File: src/rtl/wash_pkg.sv
// Shared types, constants and small decode helpers for the wash sequencer.
package wash_pkg;

    localparam int REMAIN_W = 7;

    localparam logic [3:0] WASH_TICKS  = 4'd9;
    localparam logic [3:0] RINSE_TICKS = 4'd6;
    localparam logic [3:0] SPIN_TICKS  = 4'd3;

    localparam logic [2:0] L_MIN = 3'd1;
    localparam logic [2:0] L_MAX = 3'd5;

    typedef enum logic [3:0] {
        IDLE   = 4'd0,
        FILL   = 4'd1,
        WASH   = 4'd2,
        DRAIN1 = 4'd3,
        RFILL  = 4'd4,
        RINSE  = 4'd5,
        DRAIN2 = 4'd6,
        SPIN   = 4'd7,
        DONE   = 4'd8
    } phase_t;

    typedef struct packed {
        logic inwater;
        logic outwater;
        logic wash_on;
        logic rinse_on;
        logic dry_on;
        logic running;
        logic finish;
    } out_flags_t;

    function automatic logic [2:0] clamp_level(input logic [2:0] lvl);
        if (lvl < L_MIN) begin
            return L_MIN;
        end else if (lvl > L_MAX) begin
            return L_MAX;
        end else begin
            return lvl;
        end
    endfunction

    // From IDLE/DONE this yields the first enabled stage; otherwise the successor.
    function automatic phase_t next_stage(input phase_t cur, input logic [2:0] mask);
        case (cur)
            FILL:    return WASH;
            WASH:    return DRAIN1;
            DRAIN1:  return mask[1] ? RFILL : (mask[0] ? SPIN : DONE);
            RFILL:   return RINSE;
            RINSE:   return DRAIN2;
            DRAIN2:  return mask[0] ? SPIN : DONE;
            SPIN:    return DONE;
            IDLE, DONE: return mask[2] ? FILL : (mask[1] ? RFILL : (mask[0] ? SPIN : IDLE));
            default: return IDLE;
        endcase
    endfunction

    function automatic logic [3:0] stage_ticks(input phase_t stage, input logic [2:0] lvl);
        case (stage)
            FILL, DRAIN1, RFILL, DRAIN2: return {1'b0, lvl};
            WASH:    return WASH_TICKS;
            RINSE:   return RINSE_TICKS;
            SPIN:    return SPIN_TICKS;
            default: return 4'd0;
        endcase
    endfunction

    function automatic out_flags_t decode_flags(input phase_t stage, input logic paused);
        out_flags_t f;
        f = '0;
        case (stage)
            FILL, RFILL:    begin f.inwater  = ~paused; f.running = 1'b1; end
            DRAIN1, DRAIN2: begin f.outwater = ~paused; f.running = 1'b1; end
            WASH:           begin f.wash_on  = ~paused; f.running = 1'b1; end
            RINSE:          begin f.rinse_on = ~paused; f.running = 1'b1; end
            SPIN:           begin f.dry_on   = ~paused; f.running = 1'b1; end
            DONE:           f.finish = 1'b1;
            default:        f = '0;
        endcase
        return f;
    endfunction

endpackage

File: src/rtl/phase_timer.sv
// Loadable down counter for the current stage; expire flags the tick that ends it.
module phase_timer
    import wash_pkg::*;
(
    input  logic       clk,
    input  logic       reset,
    input  logic       load,
    input  logic [3:0] load_value,
    input  logic       tick,
    input  logic       hold,
    output logic       expire
);

    logic [3:0] count_r;

    assign expire = tick & ~hold & (count_r == 4'd1);

    // Stage countdown; a load always wins over a tick in the same cycle.
    always_ff @(posedge clk) begin
        if (reset) begin
            count_r <= 4'd0;
        end else if (load) begin
            count_r <= load_value;
        end else if (tick && !hold && count_r != 4'd0) begin
            count_r <= count_r - 4'd1;
        end else begin
            count_r <= count_r;
        end
    end

endmodule

File: src/rtl/wash_sequencer.sv
// Washing machine stage sequencer with pause and remaining-time display.
// Define WASH_SEQ_BUZZER_EN to build the end-of-cycle buzzer.
module wash_sequencer
    import wash_pkg::*;
(
    input  logic                clk,
    input  logic                reset,
    input  logic                tick_1hz,
    input  logic                start_pulse,
    input  logic [2:0]          model,
    input  logic [2:0]          water_level,
    output logic [3:0]          phase,
    output logic                inwater,
    output logic                outwater,
    output logic                wash_on,
    output logic                rinse_on,
    output logic                dry_on,
    output logic                running,
    output logic                paused,
    output logic                finish,
    output logic [REMAIN_W-1:0] remain_time,
    output logic                buzzer
);

    phase_t              state_r;
    logic                paused_r;
    logic [REMAIN_W-1:0] remain_r;
    logic [2:0]          model_r;
    logic [2:0]          level_r;
    out_flags_t          flags_r;

    logic                idle_s;
    logic                start_ok_s;
    logic [2:0]          mask_s;
    logic [2:0]          lvl_s;
    phase_t              target_s;
    logic                expire_s;
    logic                load_s;
    logic [REMAIN_W-1:0] remain_load_s;

    assign idle_s     = (state_r == IDLE) || (state_r == DONE);
    assign start_ok_s = idle_s & start_pulse & (model != 3'd0);
    assign mask_s     = idle_s ? model : model_r;
    assign lvl_s      = idle_s ? clamp_level(water_level) : level_r;
    assign target_s   = next_stage(state_r, mask_s);
    assign load_s     = start_ok_s | expire_s;

    phase_timer u_timer (
        .clk        (clk),
        .reset      (reset),
        .load       (load_s),
        .load_value (stage_ticks(target_s, lvl_s)),
        .tick       (tick_1hz),
        .hold       (paused_r | start_pulse),
        .expire     (expire_s)
    );

    // Sum of the entered stage plus every enabled stage after it.
    always_comb begin
        logic [REMAIN_W-1:0] l7_s;
        logic [REMAIN_W-1:0] rinse_part_s;
        logic [REMAIN_W-1:0] spin_part_s;
        l7_s          = {4'd0, lvl_s};
        rinse_part_s  = mask_s[1] ? (l7_s + l7_s + 7'd6) : 7'd0;
        spin_part_s   = mask_s[0] ? 7'd3 : 7'd0;
        remain_load_s = 7'd0;
        case (target_s)
            FILL:    remain_load_s = l7_s + 7'd9 + l7_s + rinse_part_s + spin_part_s;
            WASH:    remain_load_s = 7'd9 + l7_s + rinse_part_s + spin_part_s;
            DRAIN1:  remain_load_s = l7_s + rinse_part_s + spin_part_s;
            RFILL:   remain_load_s = l7_s + 7'd6 + l7_s + spin_part_s;
            RINSE:   remain_load_s = 7'd6 + l7_s + spin_part_s;
            DRAIN2:  remain_load_s = l7_s + spin_part_s;
            SPIN:    remain_load_s = 7'd3;
            default: remain_load_s = 7'd0;
        endcase
    end

    // Sequencer FSM: start/pause handling, stage advance and registered decode.
    always_ff @(posedge clk) begin
        if (reset) begin
            state_r  <= IDLE;
            paused_r <= 1'b0;
            remain_r <= '0;
            model_r  <= 3'd0;
            level_r  <= 3'd0;
            flags_r  <= '0;
        end else begin
            case (state_r)
                IDLE, DONE: begin
                    if (start_ok_s) begin
                        model_r  <= model;
                        level_r  <= lvl_s;
                        state_r  <= target_s;
                        paused_r <= 1'b0;
                        remain_r <= remain_load_s;
                        flags_r  <= decode_flags(target_s, 1'b0);
                    end
                end
                default: begin
                    if (start_pulse) begin
                        paused_r <= ~paused_r;
                        flags_r  <= decode_flags(state_r, ~paused_r);
                    end else if (tick_1hz && !paused_r) begin
                        if (expire_s) begin
                            state_r  <= target_s;
                            remain_r <= remain_load_s;
                            flags_r  <= decode_flags(target_s, 1'b0);
                        end else if (remain_r != 7'd0) begin
                            remain_r <= remain_r - 7'd1;
                        end
                    end
                end
            endcase
        end
    end

    assign phase       = state_r;
    assign paused      = paused_r;
    assign remain_time = remain_r;
    assign inwater     = flags_r.inwater;
    assign outwater    = flags_r.outwater;
    assign wash_on     = flags_r.wash_on;
    assign rinse_on    = flags_r.rinse_on;
    assign dry_on      = flags_r.dry_on;
    assign running     = flags_r.running;
    assign finish      = flags_r.finish;

`ifdef WASH_SEQ_BUZZER_EN
    logic       buzzer_r;
    logic [1:0] buzz_cnt_r;
    logic       enter_done_s;

    assign enter_done_s = expire_s & (target_s == DONE);

    // Buzzer sounds for three ticks after the cycle completes.
    always_ff @(posedge clk) begin
        if (reset || start_pulse) begin
            buzzer_r   <= 1'b0;
            buzz_cnt_r <= 2'd0;
        end else if (enter_done_s) begin
            buzzer_r   <= 1'b1;
            buzz_cnt_r <= 2'd3;
        end else if (buzzer_r && tick_1hz) begin
            buzzer_r   <= (buzz_cnt_r != 2'd1);
            buzz_cnt_r <= buzz_cnt_r - 2'd1;
        end else begin
            buzzer_r   <= buzzer_r;
            buzz_cnt_r <= buzz_cnt_r;
        end
    end

    assign buzzer = buzzer_r;
`else
    assign buzzer = 1'b0;
`endif

endmodule

File: config.mk
export PLATFORM = sky130hd
export DESIGN_NAME = wash_sequencer
export DESIGN_NICKNAME = d
export VERILOG_FILES = /design/src/rtl/wash_pkg.sv /design/src/rtl/phase_timer.sv /design/src/rtl/wash_sequencer.sv
export SDC_FILE = /design/constraint.sdc
export NUM_CORES = 1
export LEC_CHECK = 0
export CORE_MARGIN = 1.5
export CORE_UTILIZATION = 45
export DETAILED_ROUTE_END_ITERATION = 8
export DONT_BUFFER_PORTS = 1
export SETUP_SLACK_MARGIN = 0.3
export SLEW_MARGIN = 40
export SYNTH_ARGS = -nofsm -noshare
export SYNTH_HDL_FRONTEND = slang
export SYNTH_SLANG_ARGS = --single-unit
export TNS_END_PERCENT = 20
File: constraint.sdc
create_clock -name clk -period 5.3 [get_ports clk]
set_input_delay 1.06 -clock clk [delete_from_list [all_inputs] [get_ports clk]]
set_output_delay 1.06 -clock clk [all_outputs]
set_load 0.005 [all_outputs]
[After elaboration in Yosys (flattened, before gate mapping)]
Cells that the tools add are included.
Word-level totals
  output and inout port bits: 20
  register bits: 29
  logic and storage cells: 138
Cells by class
  multiplexer cells: 49
  bitwise logic cells: 8
  add/sub/neg operators: 17
  eq/ne operators: 19
  reductions and logical operators: 30
  order comparisons: 2
Operators with widths (count)
  7-bit 2-to-1 mux: 11
  7-bit case mux with 7 select lines: 1
  4-bit 2-to-1 mux: 9
  4-bit by 3-bit == test with 1-bit output (second input constant): 8
  4-bit case mux with 8 select lines: 1
  3-bit 2-to-1 mux: 7
  1-bit 2-to-1 mux: 17
  4-bit by 2-bit == test with 1-bit output (second input constant): 4
  4-bit case mux with 4 select lines: 1
  6-bit by 2-bit adder with 7-bit output: 2
  7-bit by 2-bit adder with 7-bit output: 2
  7-bit by 3-bit adder with 7-bit output: 2
  7-bit OR reduction: 2
  4-bit by 1-bit == test with 1-bit output (second input constant): 3
  3-bit nonzero test: 4
  2-bit OR reduction: 5
  4-bit == test (second input constant): 2
  4-bit AND reduction: 2
  2-bit nonzero test: 4
  7-bit by 5-bit adder with 7-bit output: 1
  7-bit nonzero test: 1
  7-bit by 1-bit subtractor with 7-bit output (second input constant): 1
  3-bit by 5-bit adder with 6-bit output: 1
  5-bit by 5-bit adder with 6-bit output: 1
  24 further kinds: 33

[Logic depth before layout (Yosys ltp)]
Gate-level depths: netlist of run 1.
  depth after elaboration: 14
  mapped depth: 18
  mapped depth without buffers: 16

[By module]
Synthesis of run 1 repeated with hierarchy kept, for this count alone.
Unflattened totals
  cells, all modules: 412
  area total of the unflattened synthesis: 3161.8 um^2
Modules (own cells, without submodules)
  wash_sequencer: cells each 380, area each 2897.8 um^2, instances 1
  phase_timer: cells each 32, area each 264.0 um^2, instances 1

[Least setup slack after synthesis of run 1]
OpenSTA, ideal clock, no wires.
  kind: input -> register
  start: input port water_level[1]
  end: register remain_r[5], in the netlist remain_time[5]
  slack: 672 ps
  cell stages on the path: 15
  setup time: 140 ps
  data required time: 5160 ps
  path buffers: 0
  arrival: 4487 ps
  cell sequence: nor2b_1 a21oi_1 inv_1 fa_1 inv_1 fa_1 inv_1 ha_1 fa_1 a21o_1 a21oi_1 xnor2_1 a221o_1 a21oi_1 a221oi_1
On the way
  cells in the longest elaborated chain, start to end: 14
  elaborated cells on any way between the ends: 25
  those cells by class: add/sub (13); order compare (2); mux (10)
Ends and longest elaborated chain
  from (decl): line wash_sequencer.sv:11  | input logic [2:0] water_level,
  3-bit > comparator: line wash_pkg.sv:38  | end else if (lvl > L_MAX) begin
  3-bit 2-to-1 mux: line wash_pkg.sv:38
  3-bit 2-to-1 mux (*): line wash_pkg.sv:36  | if (lvl < L_MIN) begin
  3-bit 2-to-1 mux (*): line wash_sequencer.sv:44  | assign lvl_s = idle_s ? clamp_level(water_level) : level_r;
  net lvl_s[1]: line wash_sequencer.sv:35  | logic [2:0] lvl_s;
  parallel branches: the longest is 5 deep, another holds 7-bit by 3-bit adder with 7-bit output
  7-bit case mux with 7 select lines (*): line wash_sequencer.sv:67  | case (target_s)
  7-bit 2-to-1 mux: line wash_sequencer.sv:105  | if (expire_s) begin
  7-bit 2-to-1 mux: line wash_sequencer.sv:104  | end else if (tick_1hz && !paused_r) begin
  7-bit 2-to-1 mux: line wash_sequencer.sv:101  | if (start_pulse) begin
  7-bit 2-to-1 mux (*): line wash_sequencer.sv:89  | case (state_r)
  to (signal assigned): line wash_sequencer.sv:96  | remain_r <= remain_load_s;
  to (signal assigned): line wash_sequencer.sv:107  | remain_r <= remain_load_s;
  to (signal assigned): line wash_sequencer.sv:110  | remain_r <= remain_r - 7'd1;
  to (decl): line wash_sequencer.sv:27  | logic [REMAIN_W-1:0] remain_r;
Mark *: on every way through the listed nets, which the timed path passes. The select of a mux whose other input is x is not followed.
A chain may end at the register's enable or synchronous reset.

[Worst setup path in the final report of run 1]
  start: register state_r[1], in the netlist phase[1]
  end: register remain_r[5], in the netlist remain_time[5]
On the way
  cells in the longest elaborated chain, start to end: 13
  elaborated cells on any way between the ends: 54
  those cells by class: add/sub (13); eq/ne (17); mux (16); bitwise (2); reduce/logical (6)
Ends and longest elaborated chain
  from (decl): line wash_sequencer.sv:25  | phase_t state_r;
  from (signal assigned): line wash_sequencer.sv:94  | state_r <= target_s;
  from (signal assigned): line wash_sequencer.sv:106  | state_r <= target_s;
  parallel branches: the longest is 13 deep, another holds 7-bit by 3-bit adder with 7-bit output
Parallel ways; which one is timed is not known. The select of a mux whose other input is x is not followed.

==> results_dict.tcl, run 1 <==
set metrics [dict create \
    endpoint_kind "flip-flop" \
    cp_slowest_cell "o31ai_1" \
    synth_top_area_share_pct 16.9 \
    rr_startpoint "phase[1]$_SDFFE_PP0P_" \
    ir_drop_uv 276 \
    whs_endpoint "wash_on$_SDFFE_PP0P_" \
    tightest_slew_ns 0.797 \
    path_clk_slew_ns 0.10 \
    syn_avg_cell_area_um2 7.91 \
    cts_resized 0 \
    crit_fanout 14 \
    design_area_um2 3440 \
    port_buffers 0 \
    numCtsBuffers 3 \
    cp-start-kind "flip-flop" \
    fin_crit_ns 4.60 \
    grt_pass1_wl_um 14700 \
    reg2reg_depth 16 \
    core.rowCount 31 \
    p_int_uw 1180 \
    remaining_drc_errors 0 \
    hold_violations 0 \
    ys_seq_area_share_pct 16.9 \
    first_iter_violations 182 \
    htreeDepth 1 \
    cts_sinks 28 \
    ant_nets 0 \
    syn-instance-count 419 \
    layout-area-overhead-vs-synth_pct 3.62 \
    rsz0062_at_grt "false" \
    synth-seq-cells 28 \
    ys.flop_type "dfxtp_1" \
    regToRegSetupSlack_ns 0.70 \
    clkPwrFrac_pct 4.7 \
    worstPathArrival_ns 4.75 \
    grt.total_usage_pct 23.9 \
    drive_gt1_share_pct 8.13 \
    status "finished clean" \
    worstSkewPairLatency_ns 0.28 \
    path_cells "o31ai_1 > and2_1 > nand2b_1 > inv_1 > fa_1 > inv_1 > fa_1 > inv_1 > ha_1 > fa_1 > a21o_1 > a21oi_1 > xnor2_1 > a221o_1 > a21oi_1 > a221oi_1" \
    grt_overflow 0 \
    timing.hold.ws_ns 0.469 \
    holdCritPathClass "flip-flop to flip-flop" \
    power_density_nw_per_um2 741 \
    grt_pass1_vias 2815 \
    via_per_inst 5.99 \
    start_util_pct 46.2 \
    routed_wl_um 9080 \
    required_ns 5.46 \
    holdBufCountCts 0 \
    cts_tree "yes" \
    power_switching_uw 1370 \
    r2r_end "remain_time[5]$_SDFFE_PP0P_" \
    netSwitchingFraction_pct 53.7 \
    post_cts_buffers 0 \
    design.portCount 30 \
    fmax_mhz 218 \
    core_um2 7180 \
    final_nets 459 \
    dpl.hpwl_um 6930 \
    seqPwrFrac_pct 15.5 \
    root_buffer "clkbuf_8" \
    num_antenna_cells 0 \
    holdPathStages 2 \
    gp_congestion 0.910 \
    grt_start_max_net_pins 27 \
    yosysTopAreaCell "dfxtp_1" \
    die_area_um2 7890 \
    cts_buffer_depth 2 \
    dpl-instance-area_um2 3390 \
    firstDrtPassIters 5 \
    slew_headroom_pct 46.5 \
    synth.distinct_cells 74 \
    syn_nets 470 \
    die_x_um 88.8 \
    drv_cap 0 \
    synthTopCellsByArea "dfxtp_1 17%, ha_1 12%, fa_1 6.0%" \
    yosys-top-cells-count "38 x a21oi_1, 38 x nor2_1, 31 x ha_1" \
    period_share_pct 86.7 \
    critPathMaxStageDelay_ns 0.53 \
    p_leak_uw 0.00142 \
    timing.final.ws_setup_ns 0.702 \
    dr_total_vias 3027 \
    setup_violations 0 \
    async_flop_share_pct 0 \
    synth.cell_area_um2 3320 \
    synth-edff-count 0 \
    die_y_um 88.8 \
    wl_per_cell_um 18.0 \
    pre_cts_slack_ns 0.478 \
    critPathKind "flip-flop to flip-flop" \
    comb_power_share_pct 79.8 \
    slew_viol_final 0 \
    yosys_warnings 0 \
    min-delay-start "wash_on$_SDFFE_PP0P_" \
    antenna_found_initial 0 \
    finClkSkew_ns 0.00669 \
    setup-tns-final_ns 0 \
]
-- cell usage in the layout, fill, tap and decap left out, drive strengths merged, types with 9 or more instances in the layout --
master   n
fa      10
nand2b  10
o21ai   22
xnor2   14
dfxtp   28
nor3    17
a21oi   39
inv     28
nand2   26
xor2     9
nor2    38
a211oi  14
ha      31
-- layer usage --
layer | global-route usage, % | part of all wire (%) | vias to the layer above
li1 | - | - | 1498
met1 | 35.5 | 50 | 1432
met2 | 36.8 | 44 | 92
met3 | 4.29 | 5.6 | 5
met4 | 3.55 | 0.33 | 0
met5 | 0 | 0 | -
-- worst max path at each step --
stage                                startpoint                           to  cells after the start
after floorplan                  water_level[1]  remain_time[5]$_SDFFE_PP0P_                     15
after global placement           water_level[0]  remain_time[5]$_SDFFE_PP0P_                     16
after detailed placement         water_level[0]  remain_time[5]$_SDFFE_PP0P_                     16
after CTS                 phase[1]$_SDFFE_PP0P_  remain_time[5]$_SDFFE_PP0P_                     16
after global routing      phase[1]$_SDFFE_PP0P_  remain_time[5]$_SDFFE_PP0P_                     16
final                     phase[1]$_SDFFE_PP0P_  remain_time[5]$_SDFFE_PP0P_                     16
-- registers in the layout, indices dropped and copies added (netlist names), 2 cells and up --
signal,flops
model_r,2
level_r,3
phase,4
remain_time,7
u_timer.count_r,4
-- critical path: cells and delay by family (launching register included) --
kind                     cells  cell delay [ns]
AO/OA/AOI/OAI                6             1.43
XOR/XNOR                     1             0.09
adder cells (fa/ha/maj)      4             1.64
buffers and inverters        3             0.18
flip-flops                   1             0.51
AND/OR/NAND/NOR              2             0.63
-- area by class of cell --
cell class	instances	area [um2]
Inverter	28	105
Timing Repair Buffer	8	60.1
Multi-Input combinational cell	339	2540
Fill cell	716	3740
Clock buffer	3	41.3
Tap cell	99	124
Sequential cell	28	561
-- cell families after synthesis --
group                      Yosys count  share of synthesized area (%)
DFF                                 28                           16.9
AOI/OAI and AO/OA                  138                           31.1
and+or+nand+nor                    133                           20.6
other                                1                          0.113
muxes                                3                          0.943
buffers and inverters               52                           6.53
xor gates and xnor gates            23                           6.08
adders and majority gates           41                           17.7
-- power groups by stage --
stage	Combinational (uW)	Sequential [uW]	Clock (uW)
2_1_floorplan	1610	347	0
3_3_place_gp	2010	397	0
3_5_place_dp	2000	397	0
4_1_cts	2020	393	125
5_1_grt	2290	409	133
6_report	2030	395	120
-- per-stage QoR --
step | instances | utilization (%) | total power [uW]
after floorplan | 419 | - | 1960
after global placement | 502 | 47.3 | 2410
after detailed placement | 502 | 47.3 | 2400
after CTS | 505 | 47.9 | 2540
after global routing | 505 | 47.9 | 2830
final | 505 | 47.9 | 2550
No activity file was read; power rests on OpenSTA's default activity.
==> run 2, diff against run 1 <==
Settings changed: PLACE_DENSITY set to 0.71.
==> results_dict.tcl, run 2 (same netlist as run 1, synthesis figures left out) <==
set metrics [dict create \
    status "finished clean" \
    htreeDepth 1 \
    antenna_found_initial 0 \
    endpoint_kind "flip-flop" \
    final_common_cell "a21oi_1" \
    grt_pass1_vias 2892 \
    finalPower_uw 2580 \
    post_cts_buffers 0 \
    routed_wl_um 8970 \
    gp_congestion 1.03 \
    pre_cts_slack_ns 0.448 \
    required_ns 5.46 \
    tightest_slew_ns 0.924 \
    critPathKind "input pin to flip-flop" \
    crit_fanout 7 \
    layout-area-overhead-vs-synth_pct 4.11 \
    core_um2 7180 \
    rr_startpoint "phase[1]$_SDFFE_PP0P_" \
    setup_violations 0 \
    worstSkewPairLatency_ns 0.29 \
    remaining_drc_errors 0 \
    worstPathArrival_ns 4.75 \
    cts_tree "yes" \
    p_leak_uw 0.00143 \
    largest_register_ff_count 7 \
    dr_total_vias 3169 \
    holdCritPathClass "flip-flop to flip-flop" \
    ant_nets 0 \
    dpl.hpwl_um 6830 \
    start_util_pct 46.2 \
    fmax_mhz 218 \
    cp-start-kind "input pin" \
    port_buffers 0 \
    setup-tns-final_ns 0 \
    final_nets 459 \
    timing.final.ws_setup_ns 0.714 \
    cts_sinks 28 \
    via_per_inst 6.26 \
    period_share_pct 86.5 \
    grt.total_usage_pct 23.3 \
    num_antenna_cells 0 \
    startpoint "water_level[0]" \
    slew_viol_final 0 \
    path_clk_slew_ns 0.10 \
    finClkSkew_ns 0.00548 \
    drv_cap 0 \
    rsz0062_at_grt "false" \
    hold_violations 0 \
    wl_per_cell_um 17.7 \
    numCtsBuffers 3 \
    grt_overflow 0 \
    grt_pass1_wl_um 14300 \
    design.portCount 30 \
    min-delay-start "wash_on$_SDFFE_PP0P_" \
    ir_drop_uv 354 \
    grt_start_max_net_pins 27 \
    slew_headroom_pct 37.9 \
    holdBufCountCts 0 \
    first_iter_violations 257 \
    root_buffer "clkbuf_8" \
    die_y_um 88.8 \
    die_area_um2 7890 \
    firstDrtPassIters 6 \
    drive_gt1_share_pct 8.60 \
    cts_buffer_depth 2 \
    cts_resized 0 \
    die_x_um 88.8 \
    final_cell_mix "38 x a21oi_1, 37 x nor2_1, 31 x ha_1, 28 x inv_1, 28 x dfxtp_1" \
    core.rowCount 31 \
    fin_crit_ns 4.59 \
    power_density_nw_per_um2 746 \
]
## run 2: cell count changes in the layout (fill, tap and decap cells not counted)
cell      delta
clkbuf_8     +1
nor2_2       +1
nor2_1       -1
## run 2: critical path, cell delays in order
cell and delay, ns:
or4_1 0.41, o22ai_2 0.33, inv_1 0.09, ha_1 0.40
nor2_1 0.23, nor2_1 0.07, nor2_1 0.22, xor2_1 0.20
ha_1 0.29, fa_1 0.46, a21o_1 0.19, a21oi_1 0.17
xnor2_1 0.09, a221o_1 0.34, a21oi_1 0.11, a221oi_1 0.09
## run 2: report_power, final
group	switching [uW]	internal [uW]	total, uW
sequential	99.5	278	378
clock	71.9	66.8	139
combinational	1210	850	2060
## run 2: final timing paths
kind                                       to  slack, ns  depth (start not counted)
setup / recovery  remain_time[5]$_SDFFE_PP0P_       0.71                         16
hold / removal           wash_on$_SDFFE_PP0P_       0.47                          2
setup reg to reg  remain_time[5]$_SDFFE_PP0P_       0.77                         15
hold reg to reg          wash_on$_SDFFE_PP0P_       0.47                          2
## run 2: area by class of cell
class | count | area [um2]
clock buffer | 4 | 55.1
fill | 705 | 3720
inverter | 28 | 105
multi-input combinational | 339 | 2550
sequential | 28 | 561
tap | 99 | 124
timing repair buffer | 8 | 60.1
## run 2: through the flow
step / area, um2 / util, % / std cells / hold WS, ns
finish: 3450 / 48.1 / 506 / 0.467
global route: 3450 / 48.1 / 506 / 0.513
CTS: 3450 / 48.1 / 506 / 0.471
detailed placement: 3390 / 47.3 / 502 / 0.456
global placement: 3390 / 47.3 / 502 / 0.457
floorplan: 3320 / - / 419 / 0.448
## run 2: routing by layer
layer	GRT usage [%]	share of wire [%]	routed length, um
met5	0	0	0
met4	7.81	2.4	217
met3	4.10	9.2	822
met2	36.0	44	3960
met1	32.8	44	3970
==> run 3, diff against run 2 <==
Settings changed: SYNTH_HIERARCHICAL set to 1.
==> results_dict.tcl, run 3 <==
set metrics [dict create \
    endpoint_kind "flip-flop" \
    reg2reg_depth 16 \
    syn_avg_cell_area_um2 7.67 \
    pre_cts_slack_ns 0.602 \
    netSwitchingFraction_pct 52.0 \
    grt.total_usage_pct 23.9 \
    yosysMostFrequentCell "inv_1" \
    ys.flop_type "dfxtp_1" \
    path_clk_slew_ns 0.11 \
    syn-instance-count 412 \
    p_int_uw 1030 \
    ys_seq_area_share_pct 17.7 \
    r2r_end "remain_time[5]$_SDFFE_PP0P_" \
    routed_wl_um 8550 \
    dr_total_vias 3043 \
    synth.cell_area_um2 3160 \
    synth.distinct_cells 66 \
    whs_endpoint "running$_SDFFE_PP0P_" \
    yosys_warnings 6 \
    ant_nets 0 \
    power_density_nw_per_um2 644 \
    p_leak_uw 0.00137 \
    final_cell_mix "40 x inv_1, 38 x a21oi_1, 36 x nor2_1, 30 x ha_1, 28 x dfxtp_1" \
    port_buffers 0 \
    fin_crit_ns 4.42 \
    setup_violations 0 \
    rsz0062_at_grt "false" \
    core_um2 6790 \
    synth_top_area_share_pct 17.7 \
    firstDrtPassIters 5 \
    syn_nets 462 \
    num_antenna_cells 0 \
    holdCritPathClass "flip-flop to flip-flop" \
    period_share_pct 83.4 \
    seqPwrFrac_pct 15.3 \
    yosysTopAreaCell "dfxtp_1" \
    min-delay-start "running$_SDFFE_PP0P_" \
    hold_violations 0 \
    gp_congestion 0.963 \
    required_ns 5.51 \
    finClkSkew_ns 0.00750 \
    cts_sinks 28 \
    cts_resized 0 \
    die_y_um 86.8 \
    via_per_inst 6.04 \
    ir_drop_uv 336 \
    clkPwrFrac_pct 8.2 \
    final_common_cell "inv_1" \
    worstSkewPairLatency_ns 0.29 \
    first_iter_violations 241 \
    yosys-top-cells-count "40 x inv_1, 38 x a21oi_1, 37 x nor2_1" \
    dpl.hpwl_um 6590 \
    final_cells 504 \
    tightest_slew_ns 0.622 \
    htreeDepth 1 \
    drv_cap 0 \
    cts_tree "yes" \
    start_util_pct 46.5 \
    critPathKind "input pin to flip-flop" \
    synthTopCellsByArea "dfxtp_1 18%, ha_1 12%, fa_1 6.3%" \
    drive_gt1_share_pct 7.35 \
    holdPathStages 2 \
    wl_per_cell_um 17.0 \
    async_flop_share_pct 0 \
    power_switching_uw 1120 \
    crit_fanout 7 \
    cp-start-kind "input pin" \
    design.portCount 30 \
    timing.final.ws_setup_ns 0.882 \
    design_area_um2 3340 \
    slew_headroom_pct 58.4 \
    cts_buffer_depth 2 \
    fmax_mhz 226 \
    grt_overflow 0 \
    status "finished clean" \
    grt_start_max_net_pins 32 \
    remaining_drc_errors 0 \
    synth-edff-count 0 \
    numCtsBuffers 3 \
    final_nets 459 \
    regToRegSetupSlack_ns 0.92 \
    comb_power_share_pct 76.5 \
    slew_viol_final 0 \
    setup-tns-final_ns 0 \
    worstPathArrival_ns 4.63 \
    layout-area-overhead-vs-synth_pct 5.66 \
    grt_pass1_wl_um 14400 \
    die_x_um 86.8 \
    dpl-instance-area_um2 3250 \
    grt_pass1_vias 2846 \
    largest_register_ff_count 7 \
    dp_cells 498 \
    rr_startpoint "phase[1]$_SDFFE_PP0P_" \
    root_buffer "clkbuf_8" \
    holdBufCountCts 0 \
    antenna_found_initial 0 \
    core.rowCount 30 \
    synth-seq-cells 28 \
    die_area_um2 7540 \
]
## run 3: cell count changes in the layout (fill, tap and decap cells not counted), sizes merged, moves of 3 or more
cell,previous run,this run
a21o,8,5
o31ai,4,1
a211oi,14,4
or4b,3,0
a31o,3,0
mux2,1,4
a31oi,1,6
a311oi,3,6
o21ai,22,26
nand3,6,12
inv,28,40
nor3,17,11
o21a,4,0
nor2b,5,10
## run 3: worst max path at each step
stage,start,to,cells past startpoint
2_1_floorplan,water_level[1],remain_time[5]$_SDFFE_PP0P_,18
3_3_place_gp,water_level[2],remain_time[5]$_SDFFE_PP0P_,17
3_5_place_dp,water_level[2],remain_time[5]$_SDFFE_PP0P_,17
4_1_cts,phase[1]$_SDFFE_PP0P_,remain_time[5]$_SDFFE_PP0P_,17
5_1_grt,water_level[2],remain_time[4]$_SDFFE_PP0P_,17
6_report,water_level[2],remain_time[5]$_SDFFE_PP0P_,17
## run 3: power by group through the flow
stage / Combinational (uW) / Clock (uW) / Sequential (uW)
global route: 1840 / 188 / 339
finish: 1650 / 177 / 329
floorplan: 1240 / 0 / 313
CTS: 1610 / 181 / 328
detailed placement: 1600 / 0 / 333
global placement: 1570 / 0 / 331
## run 3: area by class of cell
| cell class | count | area (um2) |
|---|---|---|
| fillers | 667 | 3450 |
| multi-input cells | 326 | 2360 |
| flip-flops and latches | 28 | 561 |
| inverters | 40 | 150 |
| well taps | 96 | 120 |
| repair buffers | 10 | 75.1 |
| clock buffers | 3 | 41.3 |
| clock inverters | 1 | 30.0 |
## run 3: layer usage
metal | wire, um | GRT usage, % | part of all wire, %
met3 | 702 | 4.00 | 8.2
met4 | 114 | 6.01 | 1.3
met5 | 0 | 0 | 0
met2 | 3860 | 37.5 | 45
met1 | 3870 | 34.0 | 45
## run 3: metrics by stage
stage / utilization [%] / power (uW) / hold WS [ns]
2_1_floorplan: - / 1550 / 0.448
3_3_place_gp: 47.9 / 1900 / 0.457
3_5_place_dp: 47.9 / 1930 / 0.461
4_1_cts: 49.0 / 2120 / 0.476
5_1_grt: 49.2 / 2370 / 0.490
6_report: 49.2 / 2150 / 0.474
## run 3: kinds of logic (layout without fill, tap and decap cells)
group	after synthesis	count (layout)	share of synthesized area, %
other cells	1	1	0.119
mux	7	7	2.49
xor+xnor	21	21	5.82
compound gates	124	124	26.4
buf+inv	58	54	7.60
simple gates	133	133	21.6
fa+ha+maj	40	40	18.2
flops	28	28	17.7
## run 3: timing repair
item,4_1_cts,5_1_grt
setup endpoints to repair,0,1
setup buffers,0,2
hold endpoints to repair,0,0
## run 3: worst max-delay path, cell delays in order
cell and delay, ns:
xnor2_1 0.11, o21ai_0 0.35, and2_1 0.37, inv_1 0.08, ha_1 0.32, nor2_1 0.21
nor2_1 0.06, nor2_1 0.21, xor2_1 0.18, ha_1 0.28, fa_1 0.47, a21o_1 0.19
a21oi_1 0.16, xor2_1 0.08, o22ai_1 0.12, o21ai_0 0.09, a221oi_1 0.27
